$ cat src/rtl/kbd_strobe_fifo.sv
// rtl/kbd_strobe_fifo.sv - keystroke FIFO feeding the Apple-1 PIA keyboard port
//
// Buffers decoded ASCII keystrokes and hands them to the PIA one at a time.
// Each character is held on kbd_data with a timed strobe on CA1. The block
// then waits for the CPU read-acknowledge (or an optional timeout), and then
// holds a strobe-low gap before the next character.
//
// Ports:
//   clk         system clock (decoder domain)
//   rst_n       asynchronous active-low reset
//   clr         synchronous flush: empties FIFO, clears overflow, FSM to idle
//   ascii_new   decoder new-code flag; its rising edge is one push
//   ascii_code  decoder ASCII code, sampled on the push
//   kbd_ack     CPU read of the KBD register (level, already synchronised)
//   kbd_data    character presented to PA0-PA6; changes only on a pop
//   kbd_strobe  CA1 strobe, active high
//   fifo_count  current FIFO occupancy
//   overflow    sticky flag: a key was dropped because the FIFO was full
module kbd_strobe_fifo #(
  parameter int DEPTH         = 8,
  parameter int STROBE_CYCLES = 100,
  parameter int GAP_CYCLES    = 50,
  parameter int ACK_TIMEOUT   = 0,
  parameter bit UPCASE        = 1'b1
) (
  input  logic                       clk,
  input  logic                       rst_n,
  input  logic                       clr,
  input  logic                       ascii_new,
  input  logic [6:0]                 ascii_code,
  input  logic                       kbd_ack,
  output logic [6:0]                 kbd_data,
  output logic                       kbd_strobe,
  output logic [$clog2(DEPTH):0]     fifo_count,
  output logic                       overflow
);

  localparam int AW   = $clog2(DEPTH);
  localparam int MAXA = (STROBE_CYCLES > GAP_CYCLES) ? STROBE_CYCLES : GAP_CYCLES;
  localparam int MAXC = (MAXA > ACK_TIMEOUT) ? MAXA : ACK_TIMEOUT;
  localparam int CW   = $clog2(MAXC + 1);

  // One shared down-the-line counter; each state compares against its last value.
  localparam logic [CW-1:0] STROBE_LAST = CW'(STROBE_CYCLES - 1);
  localparam logic [CW-1:0] GAP_LAST    = CW'(GAP_CYCLES - 1);
  localparam logic [CW-1:0] TMO_LAST    = CW'((ACK_TIMEOUT > 0) ? ACK_TIMEOUT - 1 : 0);

  typedef enum logic [1:0] {
    S_IDLE,
    S_STROBE,
    S_WAIT_ACK,
    S_GAP
  } state_t;

  state_t        state_q, state_d;
  logic [CW-1:0] cnt_q, cnt_d;
  logic          strobe_q, strobe_d;
  logic [6:0]    data_q, data_d;
  logic          new_q;
  logic [AW-1:0] wr_ptr_q, rd_ptr_q;
  logic [AW:0]   count_q;
  logic          overflow_q;
  logic [6:0]    mem_q [DEPTH];

  logic          push, pop, full, wr_en;
  logic [6:0]    code_mapped;

  // Apple-1 conventions: backspace and DEL both become '_', optional upcase.
  always_comb begin
    code_mapped = ascii_code;
    if (ascii_code == 7'h08 || ascii_code == 7'h7F) begin
      code_mapped = 7'h5F;
    end else if (UPCASE && ascii_code >= 7'h61 && ascii_code <= 7'h7A) begin
      code_mapped = ascii_code - 7'h20;
    end
  end

  assign push  = ascii_new & ~new_q;
  assign pop   = (state_q == S_IDLE) && (count_q != '0);
  assign full  = (count_q == (AW+1)'(DEPTH));
  // A same-cycle pop frees the head slot, so a push into a full FIFO still fits.
  assign wr_en = push && (!full || pop);

  always_comb begin
    state_d  = state_q;
    cnt_d    = cnt_q;
    strobe_d = strobe_q;
    data_d   = data_q;
    case (state_q)
      S_IDLE: begin
        if (pop) begin
          data_d   = mem_q[rd_ptr_q];
          strobe_d = 1'b1;
          cnt_d    = '0;
          state_d  = S_STROBE;
        end
      end
      S_STROBE: begin
        if (cnt_q == STROBE_LAST) begin
          strobe_d = 1'b0;
          cnt_d    = '0;
          state_d  = S_WAIT_ACK;
        end else begin
          cnt_d = cnt_q + CW'(1);
        end
      end
      S_WAIT_ACK: begin
        if (kbd_ack) begin
          cnt_d   = '0;
          state_d = S_GAP;
        end else if (ACK_TIMEOUT > 0) begin
          if (cnt_q == TMO_LAST) begin
            cnt_d   = '0;
            state_d = S_GAP;
          end else begin
            cnt_d = cnt_q + CW'(1);
          end
        end
      end
      S_GAP: begin
        if (cnt_q == GAP_LAST) begin
          cnt_d   = '0;
          state_d = S_IDLE;
        end else begin
          cnt_d = cnt_q + CW'(1);
        end
      end
      default: begin
        state_d  = S_IDLE;
        strobe_d = 1'b0;
        cnt_d    = '0;
      end
    endcase
  end

  always_ff @(posedge clk or negedge rst_n) begin
    if (!rst_n) begin
      state_q    <= S_IDLE;
      cnt_q      <= '0;
      strobe_q   <= 1'b0;
      data_q     <= 7'h00;
      new_q      <= 1'b0;
      wr_ptr_q   <= '0;
      rd_ptr_q   <= '0;
      count_q    <= '0;
      overflow_q <= 1'b0;
    end else if (clr) begin
      // kbd_data deliberately survives a flush; the edge detector keeps
      // tracking so a level held across clr does not push afterwards.
      state_q    <= S_IDLE;
      cnt_q      <= '0;
      strobe_q   <= 1'b0;
      new_q      <= ascii_new;
      wr_ptr_q   <= '0;
      rd_ptr_q   <= '0;
      count_q    <= '0;
      overflow_q <= 1'b0;
    end else begin
      state_q  <= state_d;
      cnt_q    <= cnt_d;
      strobe_q <= strobe_d;
      data_q   <= data_d;
      new_q    <= ascii_new;
      if (wr_en) wr_ptr_q <= wr_ptr_q + AW'(1);
      if (pop)   rd_ptr_q <= rd_ptr_q + AW'(1);
      if (wr_en && !pop)      count_q <= count_q + (AW+1)'(1);
      else if (!wr_en && pop) count_q <= count_q - (AW+1)'(1);
      if (push && full && !pop) overflow_q <= 1'b1;
    end
  end

  always_ff @(posedge clk) begin
    if (wr_en && !clr) mem_q[wr_ptr_q] <= code_mapped;
  end

  assign kbd_data   = data_q;
  assign kbd_strobe = strobe_q;
  assign fifo_count = count_q;
  assign overflow   = overflow_q;

endmodule

$ cat config.mk
export PLATFORM = sky130hd
export DESIGN_NAME = kbd_strobe_fifo
export DESIGN_NICKNAME = d
export VERILOG_FILES = /design/src/rtl/kbd_strobe_fifo.sv
export SDC_FILE = /design/constraint.sdc
export NUM_CORES = 1
export LEC_CHECK = 0
export ABC_AREA = 1
export ABC_CLOCK_PERIOD_IN_PS = 1900
export BUFFER_PORTS_ARGS = -buffer_cell sky130_fd_sc_hd__buf_4
export CAP_MARGIN = 20
export CORE_ASPECT_RATIO = 1.75
export CORE_UTILIZATION = 40
export CTS_BUF_LIST = sky130_fd_sc_hd__clkbuf_16
export CTS_CLUSTER_DIAMETER = 50
export CTS_CLUSTER_SIZE = 40
export DETAILED_ROUTE_END_ITERATION = 6
export GPL_ROUTABILITY_DRIVEN = 0
export HOLD_SLACK_MARGIN = 0.06
export PLACE_DENSITY = 0.6
export SETUP_SLACK_MARGIN = 0.05
export SYNTH_ARGS = -nofsm -noshare
export SYNTH_HDL_FRONTEND = slang
export SYNTH_SLANG_ARGS = --single-unit
$ cat constraint.sdc
create_clock -name clk -period 1.9 [get_ports clk]
set_input_delay 0.19 -clock clk [delete_from_list [all_inputs] [get_ports clk]]
set_output_delay 0.19 -clock clk [all_outputs]
set_load 0.02 [all_outputs]
==> results of run 1 <==
-- Yosys cell counts (all sizes together) --
| cell | number |
|---|---|
| o21a | 1 |
| o211ai | 14 |
| a22oi | 1 |
| dfrtp | 29 |
| ha | 11 |
| buf | 9 |
| fa | 1 |
| nand3b | 2 |
| clkinv | 1 |
| nand3 | 28 |
| nor2 | 76 |
| edfxtp | 56 |
| nor3 | 5 |
| o21bai | 1 |
| clkbuf | 4 |
| o21ai | 39 |
| nand2 | 83 |
| o22a | 1 |
| inv | 38 |
| xnor2 | 1 |
| a21oi | 3 |
| nand4 | 5 |
-- state kept, by name, indices dropped and copies added (netlist names) --
name        flops
mem_q          56
cnt_q           7
kbd_data        7
fifo_count      4
rd_ptr_q        3
wr_ptr_q        3
state_q         2
kbd_strobe      1
new_q           1
overflow        1
-- stage by stage --
step,TNS (ps),cell area [sq um]
floorplan,0,4030
global placement,0,4490
detailed placement,-7.06,4490
CTS,0,4820
global route,-106,4960
finish,0,4960
-- cell type report --
class | count | area [sq um]
clock inverters | 7 | 67.6
clock buffers | 9 | 225
multi-input cells | 272 | 1480
well taps | 125 | 156
fillers | 897 | 4830
flip-flops and latches | 85 | 2410
repair buffers | 62 | 470
inverters | 39 | 149
-- metal layers --
layer	wire, um	vias up	GRT usage (%)
li1	-	1493	-
met1	3060	1467	16.9
met2	5230	40	35.2
met3	233	19	3.74
met4	233	0	8.07
met5	0	-	0
-- power breakdown --
| part | internal [mW] | total, mW | switching [mW] |
|---|---|---|---|
| Clock | 1.01 | 1.70 | 0.687 |
| Sequential | 2.18 | 2.31 | 0.125 |
| Combinational | 1.09 | 2.75 | 1.66 |
-- cell families after synthesis --
logic type | synth area share, %
flops | 60.1
fa+ha+maj | 3.94
simple gates | 21.6
buf+inv | 5.44
xor+xnor | 0.219
compound gates | 8.75
-- worst paths after layout --
kind	from	to	slack (ps)	cells after the start
setup / recovery	state_q[1]	fifo_count[3]	50	15
hold / removal	clr	overflow	110	2
setup reg to reg	state_q[1]	fifo_count[3]	50	15
hold reg to reg	kbd_data[2]	kbd_data[2]	480	2
max in group asynchronous	rst_n	fifo_count[1]	1250	2
min in group asynchronous	rst_n	kbd_data[4]	330	2
-- repair_timing --
item                       CTS  global route
setup endpoints to repair   11            59
hold buffers                 2             0
buffers inserted             2             9
resized for setup            2            17
hold endpoints to repair    30             0
pin swaps                    3             8
==> run_results.csv, run 1 <==
group,metric,value,unit
synthesis,yosysWarningCount,0,
cells_and_area,antenna_cells,0,
global_routing,grt_pass1_wl,13900,um
route,vias_per_cell,5.04,
critical_path,critical_path_class,"reg -> reg",
pwr,finalPower,6.75,mW
clock_tree,clockRootBuffer,"clkbuf_16",
cells_and_area,drive_above_1_share,24.1,%
critical_path,worst_setup_path_start_kind,"flop",
cells_and_area,final_cells,599,
synthesis,ys_ff_latch,85,
clock_tree,htree_levels,3,
synthesis,ys_seq_area_share,60.1,%
route,drc,0,
clock_tree,clock_latency,340,ps
run_status,status,"completed",
floorplanning,core-area,0.00979,sq mm
floorplanning,fp.dieW,77.6,um
floorplanning,dieArea,0.0104,sq mm
synthesis,postSynthAreaPerCell,9.79,sq um
cells_and_area,layout_common_cells,"75 x nand2_1, 66 x nor2_1, 60 x buf_4, 56 x edfxtp_1, 31 x o21ai_0",
sta,slew_viol_final,0,
global_routing,grt_max_degree,31,
critical_path,cp.arrival,2070,ps
worst_hold_path,min_path_type,"in -> reg",
synthesis,netlist_area,0.00401,sq mm
synthesis,synthCells,409,
sta,worstMarginPinSlew,404,ps
sta,setup_viol,0,
critical_path,path_delay_family,"simple AND/OR/NAND/NOR gates",
pwr,ir_drop,0.000823,V
clock_tree,cts.sinks,85,
critical_path,crit_slowest_cell,"dfrtp_1",
route,avgRoutedWirePerCell,14.6,um
placement,io_buffer_count,24,
cells_and_area,syn2layout_area_growth,23.8,%
sta,rsz0062_at_grt,"true",
route,drt_pre_antenna_iters,4,
sta,maxSlewHeadroom,73.1,%
synthesis,synth_top_cell_by_area,"edfxtp_1",
critical_path,cp.required,2120,ps
route,drt-initial-drc-count,165,
critical_path,cpMostUsedCell,"nand2_1",
synthesis,synth_cell_types,34,
critical_path,worst_setup_path_end_kind,"flop",
cells_and_area,fin_util,50.6,%
pwr,p_per_area,1360,mW/mm^2
cells_and_area,final_common_cell,"nand2_1",
critical_path,worstPathCellList,"inv_2, ha_4, nor2_4, nand3_4, nand3_4, ha_4, nand3_4, nand3_2, nand2_1, nand2_1, inv_1, nand2_1, nand2_1, nand2_1, nand2_1",
floorplanning,die_height,134,um
clock_tree,cts_made_buffers,9,
placement,place_ws,-7.06,ps
clock_tree,clk_pin_slew,60,ps
placement,dpl.hpwl,6340,um
sta,whs,110,ps
sta,period_minus_slack,1850,ps
critical_path,critPathBufInv,2,
clock_tree,cts_tree,"done",
placement,placed_cells,570,
global_routing,grt_pass1_vias,2971,
critical_path,crit_path_max_incr_delay,390,ps
synthesis,synth_top_area_share,42.0,%
floorplanning,start_util,40.9,%
sta,fin_ws,51.2,ps
floorplanning,rows,48,
route,route.vias.total,3019,
route,wirelength,8750,um
synthesis,syn_nets,433,
pwr,leakagePower,2.07,nW
sta,timing.fmax,541,MHz
run,drv_cap,0,
route,antenna_left,0,
clock_tree,cts_buffer_depth,2,
floorplanning,ios,25,
sta,finClkSkew,7.76,ps
global_routing,grt_usage,17.8,%
global_routing,grt_overflow,0,
synthesis,ys_top_cells_by_area,"edfxtp_1 42%, dfrtp_1 18%, nand2_1 7.3%, nor2_1 6.7%, o21ai_0 3.9%",
global_routing,antenna_found_initial,0,
critical_path,crit_fanout,4,
sta,hold_violations,0,
cells_and_area,nets,493,
sta,fin_crit_sh,97.3,%
Note: power is estimated with default switching activity, not from simulation.
==> inputs of run 2 (changes only) <==
- CTS_BUF_LIST: sky130_fd_sc_hd__clkbuf_16 -> sky130_fd_sc_hd__clkbuf_4 sky130_fd_sc_hd__clkbuf_8
==> run 2 against run 1 <==
  * Core utilization decreased by 0.92 points
  * Sequential share of layout area increased by 0.90 points
  * Critical endpoint unchanged
  * First-iteration DRC count unchanged
  * Cell count decreased by 0.33%
  * Clock skew increased by 4.8 ps
  * Register-to-register slack got worse by 40 ps
  * Critical path depth unchanged
  * Non-clock buffer count decreased by 2
  * Total power decreased by 6.0%
  * Via count increased by 1.8%
  * Sequential cell count unchanged
  * Worst hold slack got worse by 25 ps
==> run_results.csv, run 2 (synthesis results as in run 1) <==
group,metric,value,unit
clock_tree,cts_buffer_depth,2,
route,avgRoutedWirePerCell,15.0,um
cells_and_area,largest_register_ffs,56,
floorplanning,core-area,0.00979,sq mm
critical_path,r2r_start,"state_q[1]",
floorplanning,die_height,134,um
sta,finClkSkew,12.5,ps
route,vias_per_cell,5.15,
run_status,status,"completed",
clock_tree,clock_latency,360,ps
cells_and_area,antenna_cells,0,
route,route.vias.total,3072,
critical_path,cp.arrival,2130,ps
global_routing,grt_usage,18.1,%
clock_tree,clk_pin_slew,80,ps
sta,slew_viol_final,0,
sta,worstMarginPinSlew,409,ps
sta,fin_ws,10.1,ps
placement,place_ws,-7.06,ps
cells_and_area,fin_util,49.7,%
cells_and_area,syn2layout_area_growth,21.5,%
pwr,ir_drop,0.000878,V
critical_path,critical_path_class,"reg -> reg",
critical_path,worst_setup_path_end_kind,"flop",
critical_path,worst_setup_path_start_kind,"flop",
cells_and_area,final_cell_area,0.00487,sq mm
pwr,p_per_area,1300,mW/mm^2
pwr,leakagePower,2.02,nW
cells_and_area,layout_common_cells,"75 x nand2_1, 64 x nor2_1, 56 x buf_4, 56 x edfxtp_1, 31 x o21ai_0",
cells_and_area,fillers,921,
cells_and_area,register_area,0.00241,sq mm
sta,hold_violations,0,
critical_path,crit_fanout,4,
critical_path,rr_worst_depth,15,
sta,maxSlewHeadroom,72.7,%
critical_path,r2r_slack,10,ps
placement,dpl.hpwl,6340,um
worst_hold_path,min_path_type,"in -> reg",
floorplanning,rows,48,
clock_tree,htree_levels,3,
clock_tree,clockRootBuffer,"clkbuf_8",
global_routing,grt_pass1_vias,3027,
critical_path,r2r_end,"fifo_count[3]",
sta,rsz0062_at_grt,"true",
floorplanning,ios,25,
route,wirelength,8960,um
sta,fin_crit_sh,99.5,%
clock_tree,cts_made_buffers,9,
global_routing,antenna_found_initial,0,
floorplanning,start_util,40.9,%
sta,setup_viol,0,
cells_and_area,multi_input_area,0.00149,sq mm
pwr,finalPower,6.35,mW
floorplanning,fp.dieW,77.6,um
critical_path,cp.required,2140,ps
route,drc,0,
critical_path,worstSetupEndpoint,"fifo_count[3]",
cells_and_area,top_register,"mem_q",
cells_and_area,final_common_cell,"nand2_1",
placement,placed_area,0.00449,sq mm
global_routing,grt_overflow,0,
run,drv_cap,0,
placement,io_buffer_count,24,
floorplanning,dieArea,0.0104,sq mm
cells_and_area,nets,491,
clock_tree,cts.sinks,85,
critical_path,critPathLaunch,"state_q[1]",
sta,period_minus_slack,1890,ps
cells_and_area,drive_above_1_share,24.4,%
route,antenna_left,0,
global_routing,grt_pass1_wl,14100,um
sta,timing.fmax,529,MHz
global_routing,grt_max_degree,31,
clock_tree,cts_tree,"done",
route,drt_pre_antenna_iters,4,
sta,whs,84.8,ps
route,drt-initial-drc-count,165,
-- run 2: changes by cell type in the layout (fill, tap and decap cells not counted) --
cell       before  now
clkbuf_16       9    0
buf_6           0    2
nor2_1         66   64
clkbuf_4        0    1
clkbuf_8        0    9
inv_1          30   29
nor2_2          7    9
nand2_4         2    4
nand2_2         6    4
buf_4          60   56
-- run 2: how the worst min path moves through the flow --
stage	startpoint	to	slack [ps]	depth (start not counted)
floorplan	rst_n	cnt_q[0]	-110	0
detailed placement	rst_n	kbd_data[2]	150	1
CTS	clr	overflow	60	2
finish	clr	overflow	80	2
global route	clr	overflow	70	2
global placement	rst_n	kbd_data[4]	150	1
-- run 2: layout make-up --
type	count	area share (%)
clock inverter	6	1.31
clock buffer	10	2.70
multi-input combinational	272	30.7
sequential	85	49.5
tap	125	3.21
timing repair buffer	60	9.51
inverter	39	3.06
-- run 2: power by group --
group	switching, mW	internal [mW]	leakage (nW)
logic	1.70	1.08	1.05
clock network	0.635	0.619	0.0957
registers	0.133	2.18	0.883
-- run 2: critical path, stage by stage, from the launching register on --
cell	delay, ps
dfrtp_1	400
inv_2	100
ha_4	190
nor2_4	50
nand3_4	80
nand3_4	110
ha_4	330
nand3_4	80
nand3_2	80
nand2_1	50
nand2_1	70
inv_1	40
nand2_1	50
nand2_1	50
nand2_1	50
nand2_1	50
-- run 2: timing repair --
action                                  4_1_cts  5_1_grt
endpoints found under the setup margin       11       59
hold buffers                                  2        0
cloned                                        0        0
resized for setup                             4       21
setup buffers                                 4        5
pin swaps                                     6        8
endpoints found under the hold margin        30        0
-- run 2: per-stage QoR --
step | std cells | TNS, ps
2_1_floorplan | 409 | 0
3_3_place_gp | 570 | 0
3_5_place_dp | 570 | -7.06
4_1_cts | 592 | 0
5_1_grt | 597 | -155
6_report | 597 | 0
-- run 2: metal layers --
metal	up-vias	global-route usage (%)	share of wire, %
li1	1488	-	-
met1	1480	16.9	35
met2	77	35.7	59
met3	27	3.40	2.9
met4	0	10.1	3.2
met5	-	0	0
==> inputs of run 3 (changes only) <==
==> constraint.sdc (replaced) <==
create_clock -name clk -period 1.9 [get_ports clk]
set_input_delay 0.285 -clock clk [delete_from_list [all_inputs] [get_ports clk]]
set_output_delay 0.285 -clock clk [all_outputs]
set_load 0.02 [all_outputs]
==> run 3 against run 2 <==
  * Worst hold slack gained 95 ps
  * Core utilization is the same
  * Global-route usage is essentially flat
  * Maximum frequency is essentially flat
  * Sequential cell count is the same
  * Largest power group unchanged
  * Critical path type unchanged
==> run_results.csv, run 3 (synthesis results as in run 1) <==
group,metric,value,unit
run_status,status,"completed",
route,route.vias.total,3065,
cells_and_area,syn2layout_area_growth,21.5,%
pwr,ir_drop,0.000870,V
pwr,p_per_area,1300,mW/mm^2
cells_and_area,multi_input_area,0.00149,sq mm
sta,finClkSkew,11.7,ps
clock_tree,clock_latency,360,ps
floorplanning,dieArea,0.0104,sq mm
cells_and_area,nets,491,
cells_and_area,final_cells,597,
sta,fin_ws,10.2,ps
route,antenna_left,0,
critical_path,worst_setup_path_end_kind,"flop",
floorplanning,start_util,40.9,%
pwr,leakagePower,2.02,nW
sta,fin_setup_tns,0,ps
cells_and_area,antenna_cells,0,
route,drt_pre_antenna_iters,4,
sta,fin_crit_sh,99.5,%
critical_path,cp.required,2140,ps
sta,worstMarginPinSlew,410,ps
worst_hold_path,min_path_type,"in -> reg",
route,drt-initial-drc-count,182,
clock_tree,clockRootBuffer,"clkbuf_8",
sta,setup_viol,0,
clock_tree,cts_buffer_depth,2,
cells_and_area,fillers,919,
critical_path,cp.arrival,2130,ps
pwr,finalPower,6.34,mW
sta,maxSlewHeadroom,72.7,%
pwr,pwr-share-clk,19.7,%
critical_path,worst_setup_path_start_kind,"flop",
global_routing,antenna_found_initial,0,
cells_and_area,largest_register_ffs,56,
pwr,switching_share,38.8,%
sta,period_minus_slack,1890,ps
floorplanning,core-area,0.00979,sq mm
floorplanning,fp.dieW,77.6,um
cells_and_area,top_register,"mem_q",
critical_path,worstPathCellList,"inv_2, ha_4, nor2_4, nand3_4, nand3_4, ha_4, nand3_4, nand3_2, nand2_1, nand2_1, inv_1, nand2_1, nand2_1, nand2_1, nand2_1",
critical_path,crit_slowest_cell,"dfrtp_1",
critical_path,crit_fanout,4,
cells_and_area,layout_common_cells,"75 x nand2_1, 64 x nor2_1, 56 x buf_4, 56 x edfxtp_1, 31 x o21ai_0",
route,wirelength,8970,um
pwr,combPwrFrac,43.8,%
global_routing,grt_overflow,0,
clock_tree,cts_tree,"done",
route,drc,0,
sta,hold_violations,0,
sta,slew_viol_final,0,
sta,timing.fmax,529,MHz
pwr,switchingPower,2.46,mW
cells_and_area,drive_above_1_share,24.4,%
cells_and_area,register_area,0.00241,sq mm
run,drv_cap,0,
floorplanning,die_height,134,um
cells_and_area,final_common_cell,"nand2_1",
route,avgRoutedWirePerCell,15.0,um
pwr,seqPwrFrac,36.5,%
sta,whs,180,ps
floorplanning,ios,25,
clock_tree,cts_made_buffers,9,
global_routing,grt_pass1_vias,3023,
floorplanning,rows,48,
critical_path,crit_path_max_incr_delay,400,ps
placement,placed_cells,570,
clock_tree,clk_pin_slew,80,ps
pwr,p_int,3.88,mW
placement,io_buffer_count,24,
clock_tree,htree_levels,3,
placement,dpl.hpwl,6340,um
critical_path,cpMostUsedCell,"nand2_1",
clock_tree,cts.sinks,85,
critical_path,critical_path_class,"reg -> reg",
global_routing,grt_max_degree,31,
global_routing,grt_usage,18.1,%
global_routing,grt_pass1_wl,14100,um
route,vias_per_cell,5.13,
sta,rsz0062_at_grt,"true",
placement,place_ws,-7.06,ps
run 3: cell counts in the layout (fill, tap and decap cells not counted):
No cell type changed its count.
run 3: stage by stage:
| stage | utilization [%] | area [sq um] |
|---|---|---|
| final | 49.7 | 4870 |
| after global routing | 49.7 | 4870 |
| after CTS | 48.6 | 4760 |
| after detailed placement | 45.8 | 4490 |
| after global placement | 45.8 | 4490 |
| after floorplan | - | 4030 |
run 3: worst paths after layout:
path	startpoint	to	slack, ps	cells past startpoint
worst max-delay path	state_q[1]	fifo_count[3]	10	15
worst min-delay path	clr	overflow	180	2
worst max register to register	state_q[1]	fifo_count[3]	10	15
worst min register to register	kbd_data[2]	kbd_data[2]	490	2
max in group asynchronous	rst_n	fifo_count[2]	1180	2
min in group asynchronous	rst_n	kbd_data[2]	390	2
run 3: metal layers:
layer	global-route usage [%]	routed length, um
met5	0	0
met3	3.40	230
met4	10.1	285
met2	35.7	5320
met1	16.9	3140
run 3: cell type report:
cell class / count / area share (%)
Clock buffer: 10 / 2.70
Tap cell: 125 / 3.21
Inverter: 39 / 3.06
Multi-Input combinational cell: 272 / 30.7
Sequential cell: 85 / 49.5
Clock inverter: 6 / 1.31
Timing Repair Buffer: 60 / 9.51
run 3: power groups by stage:
stage	logic [mW]	clock network (mW)	registers [mW]
2_1_floorplan	1.49	0	2.51
3_3_place_gp	2.38	0	2.34
3_5_place_dp	2.45	0	2.35
4_1_cts	2.57	1.29	2.31
5_1_grt	3.06	1.34	2.34
6_report	2.78	1.25	2.31
run 3: critical path, delay by kind of cell, from the launching register on:
kind	cells	cell delay, ps
flip-flops	1	400
buffers and inverters	2	140
AND/OR/NAND/NOR	11	720
adder cells (fa/ha/maj)	2	520
run 3: repair_timing:
action,in CTS,in global routing
hold buffers,2,0
setup endpoints to repair,11,59
endpoints found under the hold margin,30,0
cloned,0,0
pin swaps,6,8
buffers inserted,4,5
gates resized for setup,4,21
